**src/rtl/wrr_req_tracker.sv**
```systemverilog
// wrr_req_tracker: per-requester pending-request counters feeding a
// weighted round-robin arbiter. Each requester owns a saturating-free
// CNT_W-bit counter that is incremented by accepted pushes and decremented
// by valid grants. Invalid grants raise a sticky protocol-error flag.
//
// Optional feature macro: WRR_REQ_TRACKER_GNT_CNT_EN
//   defined   -> 16-bit saturating count of accepted grants on gnt_cnt
//   undefined -> gnt_cnt tied to zero, gnt_cnt_clr ignored, no counter flops
//
// Assumes N >= 2 so that ID_BITS is at least one bit wide.
module wrr_req_tracker #(
  parameter int N       = 32,
  parameter int CNT_W   = 4,
  parameter int ID_BITS = $clog2(N)
) (
  input  logic               clk,
  input  logic               rst_n,
  input  logic [N-1:0]       push,
  output logic [N-1:0]       push_rdy,
  output logic [N-1:0]       req,
  input  logic [N-1:0]       gnt_w,
  input  logic               ack,
  output logic [N*CNT_W-1:0] pend_cnt,
  output logic               gnt_err,
  output logic [15:0]        gnt_cnt,
  input  logic               gnt_cnt_clr
);

  localparam logic [CNT_W-1:0] CNT_MAX = {CNT_W{1'b1}};

  logic [CNT_W-1:0] cnt_q [N];
  logic [CNT_W-1:0] cnt_d [N];
  logic             gnt_err_q;
  logic             gnt_err_d;

  logic [N-1:0]       push_acc;
  logic [N-1:0]       pop_vec;
  logic [ID_BITS-1:0] gnt_idx;
  logic               gnt_onehot;
  logic               gnt_hit;
  logic               grant_ok;

  // Status outputs come purely from the counter registers, never from ack/gnt_w
  always_comb begin
    push_rdy = '0;
    req      = '0;
    pend_cnt = '0;
    for (int i = 0; i < N; i++) begin
      push_rdy[i]              = (cnt_q[i] != CNT_MAX);
      req[i]                   = (cnt_q[i] != '0);
      pend_cnt[i*CNT_W +: CNT_W] = cnt_q[i];
    end
  end

  // Encode the grant to an index and qualify it: exactly one bit set and that requester pending
  always_comb begin
    gnt_idx = '0;
    for (int i = 0; i < N; i++) begin
      if (gnt_w[i]) begin
        gnt_idx = ID_BITS'(i);
      end
    end
    gnt_onehot = (gnt_w != '0) && ((gnt_w & (gnt_w - N'(1))) == '0);
    gnt_hit    = req[gnt_idx];
    grant_ok   = ack & gnt_onehot & gnt_hit;
    pop_vec    = grant_ok ? gnt_w : '0;
    push_acc   = push & push_rdy;
  end

  // Next counter values: push and pop on the same requester cancel out
  always_comb begin
    for (int i = 0; i < N; i++) begin
      cnt_d[i] = cnt_q[i];
      if (push_acc[i] && !pop_vec[i]) begin
        cnt_d[i] = cnt_q[i] + CNT_W'(1);
      end else if (!push_acc[i] && pop_vec[i]) begin
        cnt_d[i] = cnt_q[i] - CNT_W'(1);
      end
    end
  end

  // Any acknowledged grant that is not a valid pop is a protocol error; the flag sticks
  always_comb begin
    gnt_err_d = gnt_err_q | (ack & ~grant_ok);
  end

  // Counter and error-flag registers
  always_ff @(posedge clk or negedge rst_n) begin
    if (!rst_n) begin
      for (int i = 0; i < N; i++) begin
        cnt_q[i] <= '0;
      end
      gnt_err_q <= 1'b0;
    end else begin
      for (int i = 0; i < N; i++) begin
        cnt_q[i] <= cnt_d[i];
      end
      gnt_err_q <= gnt_err_d;
    end
  end

  assign gnt_err = gnt_err_q;

`ifdef WRR_REQ_TRACKER_GNT_CNT_EN
  logic [15:0] gnt_cnt_q;
  logic [15:0] gnt_cnt_d;

  // Grant statistics: clear wins over increment, increment saturates
  always_comb begin
    gnt_cnt_d = gnt_cnt_q;
    if (gnt_cnt_clr) begin
      gnt_cnt_d = '0;
    end else if ((pop_vec != '0) && (gnt_cnt_q != 16'hFFFF)) begin
      gnt_cnt_d = gnt_cnt_q + 16'd1;
    end
  end

  // Grant statistics register
  always_ff @(posedge clk or negedge rst_n) begin
    if (!rst_n) begin
      gnt_cnt_q <= '0;
    end else begin
      gnt_cnt_q <= gnt_cnt_d;
    end
  end

  assign gnt_cnt = gnt_cnt_q;
`else
  logic unused_gnt_cnt_clr;

  assign unused_gnt_cnt_clr = gnt_cnt_clr;
  assign gnt_cnt            = '0;
`endif

endmodule

```
**config.mk**
```make
export PLATFORM = sky130hd
export DESIGN_NAME = wrr_req_tracker
export DESIGN_NICKNAME = d
export VERILOG_FILES = /design/src/rtl/wrr_req_tracker.sv
export SDC_FILE = /design/constraint.sdc
export NUM_CORES = 1
export LEC_CHECK = 0
export ABC_AREA = 1
export CORE_ASPECT_RATIO = 1.25
export CORE_MARGIN = 2
export CORE_UTILIZATION = 40
export CTS_CLUSTER_DIAMETER = 200
export DETAILED_ROUTE_END_ITERATION = 8
export DONT_BUFFER_PORTS = 1
export GPL_TIMING_DRIVEN = 0
export HOLD_SLACK_MARGIN = 0.12
export PLACE_DENSITY_LB_ADDON = 0.2
export SYNTH_ARGS = -nofsm -noshare
export SYNTH_HDL_FRONTEND = slang
export SYNTH_SLANG_ARGS = --single-unit
```
**constraint.sdc**
```tcl
create_clock -name clk -period 5.5 [get_ports clk]
set_input_delay 0.55 -clock clk [delete_from_list [all_inputs] [get_ports clk]]
set_output_delay 0.55 -clock clk [all_outputs]
set_load 0.05 [all_outputs]
```
==> impl_metrics.sql <==
INSERT INTO impl_metrics (metric_group, metric, value, unit) VALUES
('critical_path', 'timing.setup.critical_path_class', 'input port to flip-flop', ''),
('run_status', 'status', 'completed', ''),
('cts', 'post_cts_resized', '0', ''),
('timing', 'post-route-min-period', '4560', 'ps'),
('grt', 'gr-total-overflow', '0', ''),
('cts', 'cts_num_sinks', '129', ''),
('floorplan', 'io-pin-count', '277', ''),
('grt', 'grt_antenna_before_repair', '1', ''),
('timing', 'rsz_0062_raised_after_global_routing', 'false', ''),
('grt', 'first_global_vias', '7615', ''),
('cts', 'cts_post_setup_buffers_inserted', '0', ''),
('floorplan', 'core_area', '24400', 'sq um'),
('timing', 'max_freq', '0.219', 'GHz'),
('layout', 'diodes', '0', ''),
('timing', 'max_slew.worst_pin.slew', '733', 'ps'),
('critical_path', 'crit_arrival', '4830', 'ps'),
('cts', 'clock_latency', '420', 'ps'),
('cts', 'hold_buffers', '1', ''),
('critical_path', 'critical_path_peak_fanout', '10', ''),
('synthesis', 'synthDominantCellAreaShare', '32.6', '%'),
('min_path', 'timing.hold.worst.class', 'input port to flip-flop', ''),
('detailed_routing', 'first_iter_violations', '376', ''),
('critical_path', 'cp.buffers_inverters', '6', ''),
('placed_design', 'place.gp.congestion', '0.846', ''),
('cts', 'cts_buffer_depth', '2', ''),
('critical_path', 'start_kind', 'input port', ''),
('grt', 'first_pass_grt_wire_length', '41.0', 'mm'),
('cts', 'tritoncts_clock_tree', 'built', ''),
('detailed_routing', 'antenna_violating_nets_post_route', '0', ''),
('layout', 'fin_cells', '1539', ''),
('layout', 'flow.area_growth_from_synthesis', '11.5', '%'),
('floorplan', 'rows', '64', ''),
('grt', 'grt_use_total', '20.5', '%'),
('timing', 'final_number_of_setup_violating_endpoints', '0', ''),
('synthesis', 'post_synth_inst_count', '1160', ''),
('cts', 'cts-buffers-inserted', '17', ''),
('critical_path', 'worst-endpoint-required', '5780', 'ps'),
('cts', 'clock_tree.htree_level_count', '4', ''),
('detailed_routing', 'routedWlPerCell', '16.9', 'microns'),
('detailed_routing', 'vias_per_cell', '5.10', ''),
('synthesis', 'postSynth.asyncResetShare', '100', '%'),
('synthesis', 'syn-mean-instance-area', '8.54', 'sq um'),
('timing', 'min_period_over_period', '82.8', '%'),
('placed_design', 'dp_hpwl', '20.4', 'mm'),
('synthesis', 'synth-main-ff-cell', 'sky130_fd_sc_hd__dfrtp_1', ''),
('detailed_routing', 'route.final.wire_length', '26.0', 'mm'),
('timing', 'hold_violations', '0', ''),
('detailed_routing', 'vias', '7852', ''),
('synthesis', 'synth_enable_flop_cells', '0', ''),
('floorplan', 'floorplan.initialDensity', '40.6', '%'),
('synthesis', 'postSynthRegisterBits', '129', ''),
('critical_path', 'cell_count_of_the_worst_reg_to_reg_path', '20', ''),
('detailed_routing', 'drc', '0', ''),
('timing', 'total_negative_setup_slack', '0', 'ps'),
('synthesis', 'netlist_top_cells_area', 'sky130_fd_sc_hd__dfrtp_1 33%, sky130_fd_sc_hd__ha_1 12%, sky130_fd_sc_hd__nand2_1 9.6%', ''),
('critical_path', 'r2r_setup_slk', '1380', 'ps'),
('critical_path', 'path_common_cell', 'sky130_fd_sc_hd__nor2_1', ''),
('placed_design', 'placed_cells_incl_taps', '1505', ''),
('synthesis', 'synth_top_area_cell', 'sky130_fd_sc_hd__dfrtp_1', ''),
('layout', 'share_of_post_route_cells_with_drive_strength_above_1', '7.78', '%'),
('placed_design', 'port_buffers', '0', ''),
('min_path', 'hold_depth', '2', ''),
('floorplan', 'die_height', '180', 'microns'),
('critical_path', 'crit_cells', '28', ''),
('synthesis', 'yosysUniqueCellTypes', '39', ''),
('cts', 'clock_transition_time_at_the_flip_flop_clock_pins_of_the_worst_setup_and_hold_paths', '60', 'ps'),
('synthesis', 'synth.yosys.seq_area_share', '32.6', '%'),
('floorplan', 'chipWidth', '145', 'microns'),
('floorplan', 'die_area', '26000', 'sq um'),
('cts', 'cts-root-buf', 'sky130_fd_sc_hd__clkbuf_16', ''),
('critical_path', 'element_type_at_the_critical_path_end', 'flip-flop', ''),
('synthesis', 'synth-warning-count', '0', ''),
('detailed_routing', 'detailedRoute.firstPassIterationCount', '4', ''),
('layout', 'nNetsFinal', '1392', ''),
('timing', 'timing.final.max_slew_violations', '0', ''),
('critical_path', 'critical_path.slowest_cell', 'sky130_fd_sc_hd__buf_2', ''),
('timing', 'max_slew_margin', '51.0', '%'),
('critical_path', 'critical_path.max_stage_delay', '410', 'ps'),
('critical_path', 'timing.critical_path.max_delay_family', 'simple AND/OR/NAND/NOR gates', ''),
('synthesis', 'synthesis.area', '9910', 'sq um'),
('timing', 'fin_skew', '12.1', 'ps'),
('grt', 'grt_start_max_net_pins', '130', ''),
('run', 'drv_cap', '0', '');
cell usage in the layout (no fill, tap or decap), types with 33 or more instances in the layout:
cell / Yosys / routed
sky130_fd_sc_hd__nand2_1: 253 / 253
sky130_fd_sc_hd__dfrtp_1: 129 / 129
sky130_fd_sc_hd__inv_1: 109 / 109
sky130_fd_sc_hd__nor2_1: 98 / 98
sky130_fd_sc_hd__ha_1: 96 / 96
sky130_fd_sc_hd__xnor2_1: 65 / 65
sky130_fd_sc_hd__nand3_1: 56 / 56
sky130_fd_sc_hd__a21oi_1: 39 / 39
sky130_fd_sc_hd__o21ai_0: 36 / 36
sky130_fd_sc_hd__and2_1: 33 / 33
sky130_fd_sc_hd__nand4_1: 33 / 33
cells by family after synthesis:
family | Yosys count | synth area share [%]
and+or+nand+nor | 544 | 26.3
buffers and inverters | 136 | 6.21
DFF | 129 | 32.6
adders and majority gates | 128 | 18.6
AOI/OAI and AO/OA | 125 | 7.67
xor gates and xnor gates | 96 | 8.49
other | 1 | 0.0379
muxes | 1 | 0.114
routing by layer:
| layer | wire length (microns) | global-route usage [%] | part of all wire (%) | vias up |
|---|---|---|---|---|
| met1 | 10700 | 25.1 | 41 | 3641 |
| met3 | 2200 | 6.87 | 8.5 | 28 |
| li1 | - | - | - | 3934 |
| met5 | 12 | 0 | 0.046 | - |
| met2 | 12300 | 33.3 | 48 | 247 |
| met4 | 685 | 7.42 | 2.6 | 2 |
cell usage after synthesis (17+ instances only):
| cell type | instances |
|---|---|
| sky130_fd_sc_hd__nand2_1 | 253 |
| sky130_fd_sc_hd__dfrtp_1 | 129 |
| sky130_fd_sc_hd__inv_1 | 109 |
| sky130_fd_sc_hd__nor2_1 | 98 |
| sky130_fd_sc_hd__ha_1 | 96 |
| sky130_fd_sc_hd__xnor2_1 | 65 |
| sky130_fd_sc_hd__nand3_1 | 56 |
| sky130_fd_sc_hd__a21oi_1 | 39 |
| sky130_fd_sc_hd__o21ai_0 | 36 |
| sky130_fd_sc_hd__and2_1 | 33 |
| sky130_fd_sc_hd__nand4_1 | 33 |
| sky130_fd_sc_hd__a21o_1 | 32 |
| sky130_fd_sc_hd__fa_1 | 32 |
| sky130_fd_sc_hd__or4_1 | 32 |
| sky130_fd_sc_hd__xor2_1 | 31 |
| sky130_fd_sc_hd__nand3_2 | 28 |
| sky130_fd_sc_hd__buf_4 | 17 |
worst paths after layout:
check,from,to
hold / removal,ack,gnt_err
max in group asynchronous,rst_n,pend_cnt[62]
setup / recovery,gnt_w[1],pend_cnt[111]
hold reg to reg,gnt_err,gnt_err
min in group asynchronous,rst_n,pend_cnt[72]
setup reg to reg,pend_cnt[88],pend_cnt[11]
state kept, by name (all words and copies together), names as in the netlist:
signal    cells
pend_cnt    128
gnt_err       1
area by class of cell:
cell class,instances,area [sq um]
Tap cell,330,413
Inverter,110,413
Multi-Input combinational cell,910,6120
Fill cell,2403,13400
Buffer,26,203
Clock inverter,14,189
Timing Repair Buffer,2,37.5
Clock buffer,18,439
Sequential cell,129,3230
per-stage QoR:
step	hold WS, ps	util (%)	setup slack, ps	instance area, sq um
floorplan	254	-	1390	9960
global placement	259	42.5	565	10400
detailed placement	259	42.5	587	10400
CTS	135	45.2	1010	11000
global route	225	45.2	456	11000
finish	246	45.2	944	11000
Power is not shown: default switching activity piles up to over one toggle a cycle in this logic, so the estimate is an artifact.
==> edit 1 (same flow settings) <==
The option `WRR_REQ_TRACKER_GNT_CNT_EN` is turned on by a define.
--- a/src/rtl/wrr_req_tracker.sv
+++ b/src/rtl/wrr_req_tracker.sv
@@ -9,4 +9,6 @@
 //
 // Assumes N >= 2 so that ID_BITS is at least one bit wide.
+`define WRR_REQ_TRACKER_GNT_CNT_EN
+
 module wrr_req_tracker #(
   parameter int N       = 32,
Behaviour: not the same (Yosys sat finds a counterexample within 4 cycles, from zero or initial values and one cycle with rst_n low).
==> edit 1 against the original RTL <==
Wire length is 12% higher. Sequential cell count is 16 higher. Core utilization is 0.55 points lower. Non-clock buffer count is 16 lower. Final area is 5.2% higher. Worst setup slack worse by 0.50 ns. Synthesized area is 6.8% higher.
==> edit 1: results <==
{
  "fin_nets": 1469,
  "grt_pass1_wl_um": 45500,
  "seq_area_frac_synth": 0.343,
  "grt_use_met3": 0.0745,
  "track_usage": 0.214,
  "first_pass_iters": 5,
  "grt_max_degree": 146,
  "fin_worst_skew_ns": 0.0139,
  "drtIter0Drc": 291,
  "status": "finished, final reports clean",
  "grt_pass1_vias": 8485,
  "dp_hpwl_um": 23000,
  "reg2reg_slack_ns": 0.94,
  "netlist_top_cells_count": "nand2_1 (286), dfrtp_1 (145), inv_1 (114)",
  "groute.layer.met1.usage": 0.246,
  "worstPathArrival_ns": 5.36,
  "hp-class": "in2async",
  "cp_top_family": "compound AO/OA/AOI/OAI gates",
  "vias_per_cell": 5.30,
  "critPathMaxStageDelay_ns": 0.63,
  "startpoint": "gnt_w[6]",
  "grt_antenna_before_repair": 0,
  "gp_congestion": 0.899,
  "timing.rr.start": "pend_cnt[16]$_DFFE_PN0P_",
  "drive_above_1_share": 0.0529,
  "synth_cell_type_count": 45,
  "reg2regPathDepth": 18
}
-- edit 1: power breakdown --
| part | switching [mW] | total, mW | leakage, nW | internal, mW |
|---|---|---|---|---|
| Combinational | 1.60 | 2.80 | 3.43 | 1.20 |
| Sequential | 2.63 | 4.15 | 1.75 | 1.52 |
| Clock | 0.487 | 1.17 | 0.271 | 0.679 |
-- edit 1: worst max-delay path by stage --
stage / end / cells after the start
finish: pend_cnt[35]$_DFFE_PN0P_ / 25
global route: pend_cnt[3]$_DFFE_PN0P_ / 25
global placement: pend_cnt[35]$_DFFE_PN0P_ / 26
floorplan: pend_cnt[115]$_DFFE_PN0P_ / 26
detailed placement: pend_cnt[35]$_DFFE_PN0P_ / 25
CTS: pend_cnt[35]$_DFFE_PN0P_ / 25
-- edit 1: area by class of cell --
cell class | instances | area, um^2 | area share
clock buffer | 19 | 443 | 0.0381
tap | 340 | 425 | 0.0366
clock inverter | 13 | 139 | 0.0120
buffer | 11 | 71.3 | 0.00614
inverter | 118 | 443 | 0.0381
multi-input combinational | 978 | 6440 | 0.554
timing repair buffer | 1 | 27.5 | 0.00237
sequential | 145 | 3630 | 0.312
-- edit 1: kinds of logic after synthesis --
group,after synthesis,share of synthesized area
AO/OA/AOI/OAI,143,0.0811
XOR/XNOR,99,0.0820
AND/OR/NAND/NOR,594,0.256
flip-flops,145,0.343
adder cells (fa/ha/maj),129,0.175
buffers and inverters,129,0.0486
multiplexers,13,0.0138
-- edit 1: per-stage QoR --
| step | std cells | hold WS (ns) | util | setup WS [ns] | area (um^2) |
|---|---|---|---|---|---|
| 6_report | 1625 | 0.129 | 0.447 | 0.441 | 11600 |
| 5_1_grt | 1625 | 0.191 | 0.447 | 0.00930 | 11600 |
| 4_1_cts | 1625 | 0.165 | 0.447 | 0.520 | 11600 |
| 3_5_place_dp | 1592 | 0.259 | 0.423 | 0.0593 | 11000 |
| 3_3_place_gp | 1592 | 0.258 | 0.423 | 0.114 | 11000 |
| 2_1_floorplan | 1252 | 0.254 | - | 1.28 | 10600 |
-- edit 1: worst register-to-register path: stages, from the launching register on --
cell and delay (ns):
dfrtp_1 0.77, or4_1 0.64, nand3_1 0.17, nand3_1 0.11, nand3_1 0.13, nand3_1 0.12
nand3_2 0.10, a21boi_2 0.49, buf_2 0.42, nand2_1 0.22, ha_1 0.27, inv_1 0.12
ha_1 0.24, a21o_1 0.17, a21oi_1 0.17, nand2_1 0.07, nand2_1 0.06, nor2_1 0.04
xor2_1 0.13
-- edit 1: metal layers --
layer	wire length, um	share of wire
met1	11400	0.39
met2	14200	0.49
met3	2360	0.081
met4	1150	0.039
met5	0	0
==> edit 2 (same flow settings) <==
Made on the original files. Put a register stage on the output `pend_cnt`. The value now appears one clock later. The other outputs are not delayed to match.
--- a/src/rtl/wrr_req_tracker.sv
+++ b/src/rtl/wrr_req_tracker.sv
@@ -29,4 +29,6 @@
   localparam logic [CNT_W-1:0] CNT_MAX = {CNT_W{1'b1}};
 
+  logic [N*CNT_W-1:0] pend_cnt_d;
+
   logic [CNT_W-1:0] cnt_q [N];
   logic [CNT_W-1:0] cnt_d [N];
@@ -45,9 +47,9 @@
     push_rdy = '0;
     req      = '0;
-    pend_cnt = '0;
+    pend_cnt_d = '0;
     for (int i = 0; i < N; i++) begin
       push_rdy[i]              = (cnt_q[i] != CNT_MAX);
       req[i]                   = (cnt_q[i] != '0);
-      pend_cnt[i*CNT_W +: CNT_W] = cnt_q[i];
+      pend_cnt_d[i*CNT_W +: CNT_W] = cnt_q[i];
     end
   end
@@ -133,4 +135,8 @@
 `endif
 
+  always_ff @(posedge clk) begin
+    pend_cnt <= pend_cnt_d;
+  end
+
 endmodule
 
Function: changed (Yosys sat finds a counterexample within 4 cycles, from zero or initial values and one cycle with rst_n low).
==> edit 2 against the original RTL <==
Final area rose by 26%. Cell count rose by 12%. Wire length rose by 17%. Global-route usage fell by 1.7 points. Count of clock-buffer cells in the layout rose by 23. Sequential cell count rose by 128. Worst setup slack got worse by 0.076 ns. Synthesized area rose by 25%. Core utilization rose by 0.083 points. Critical path depth fell by 1. Critical path type unchanged. Critical endpoint is now cnt_q[119]$_DFFE_PN0P_.
==> edit 2: results <==
{
  "critical_path.slowest_cell": "buf_2",
  "cts_buffer_depth": 3,
  "hp-start": "gnt_w[0]",
  "gp_congestion": 0.854,
  "fin_nets": 1488,
  "grt_pass1_vias": 8672,
  "drive_above_1_share": 0.0899,
  "grt_use_met2": 0.330,
  "h-tree-depth": 1,
  "io_buffers": 0,
  "synth_compound_area_frac": 0.0612,
  "grt_use_met3": 0.0535,
  "placed_cell_area_um2": 13000,
  "groute.layer.met1.usage": 0.226,
  "tightest_slew_ns": 0.739,
  "hold_buffers": 2,
  "timing.rr.start": "cnt_q[125]$_DFFE_PN0P_",
  "cp_top_family": "simple AND/OR/NAND/NOR gates",
  "hp-class": "in2reg",
  "dp_hpwl_um": 23000,
  "synth_cell_type_count": 40,
  "met2_length_um": 15000,
  "synthTopCellsByArea": "dfrtp_1 (26%), dfxtp_1 (21%), ha_1 (9.7%)",
  "first_pass_iters": 5,
  "netlist_top_cells_count": "nand2_1 (211), dfrtp_1 (129), dfxtp_1 (128)",
  "vias": 8638,
  "clkLatencyLatePin_ns": 0.54,
  "crit_fanout": 10,
  "numCtsBuffers": 26,
  "power_leakage_nw": 6.34,
  "grt_max_degree": 130,
  "synthFlopType": "dfrtp_1",
  "fin_worst_skew_ns": 0.0109,
  "ctsResizeCount": 0,
  "drtIter0Drc": 470,
  "cts.clk_slew.worst_paths_ns": 0.06,
  "synth-async-reset-ratio": 0.502,
  "seq_area_frac_synth": 0.466,
  "startpoint": "gnt_w[1]",
  "grt_antenna_before_repair": 0,
  "met3WireLength_um": 2380,
  "met1_length_um": 12300,
  "track_usage": 0.188,
  "synth_xor_area_frac": 0.0677,
  "fillers": 2901,
  "highest_layer": "met4",
  "status": "finished, final reports clean",
  "max-vdd-ir-drop_v": 0.000339,
  "grt_pass1_wl_um": 48300,
  "synthMuxAreaShare": 0.0136,
  "pwr_density_cell_nw_per_um2": 741,
  "diodes": 0,
  "drt-total-wl_um": 30300,
  "synth-adder-area-share": 0.148,
  "seq_power_mw": 5.62
}
[edit 2: cell types whose count changed after synthesis, sizes merged]
| cell | delta |
|---|---|
| xor2 | -14 |
| inv | -14 |
| dfxtp | +128 |
| nand2 | -42 |
| xnor2 | +14 |
| mux2 | +14 |
[edit 2: worst min-delay path, cell delays in order]
cell and delay, ns:
nand3_2 0.05, ha_1 0.20, xnor2_1 0.08
[edit 2: worst paths after layout]
| path | endpoint | slack, ns | cells past startpoint |
|---|---|---|---|
| setup / recovery | cnt_q[119]$_DFFE_PN0P_ | 0.87 | 27 |
| hold / removal | cnt_q[124]$_DFFE_PN0P_ | 0.38 | 3 |
| setup reg to reg | cnt_q[63]$_DFFE_PN0P_ | 1.62 | 20 |
| hold reg to reg | pend_cnt[107]$_DFF_P_ | 0.43 | 0 |
| max in group asynchronous | cnt_q[104]$_DFFE_PN0P_ | 4.31 | 2 |
| min in group asynchronous | cnt_q[62]$_DFFE_PN0P_ | 0.65 | 2 |
[edit 2: final cells by class]
type / instances / area (um^2) / area share
Buffer: 26 / 203 / 0.0146
Clock buffer: 41 / 842 / 0.0605
Clock inverter: 7 / 41.3 / 0.00297
Inverter: 96 / 360 / 0.0259
Multi-Input combinational cell: 882 / 6120 / 0.440
Sequential cell: 257 / 5790 / 0.416
Tap cell: 407 / 509 / 0.0366
Timing Repair Buffer: 3 / 47.5 / 0.00342
[edit 2: per-stage QoR]
stage / hold WS [ns] / util / setup slack, ns / cells
after floorplan: 0.254 / - / 1.41 / 1261
after global placement: 0.259 / 0.423 / 0.455 / 1668
after detailed placement: 0.259 / 0.423 / 0.381 / 1668
after CTS: 0.120 / 0.453 / 0.931 / 1718
after global routing: 0.385 / 0.453 / 0.184 / 1719
final: 0.378 / 0.453 / 0.868 / 1719
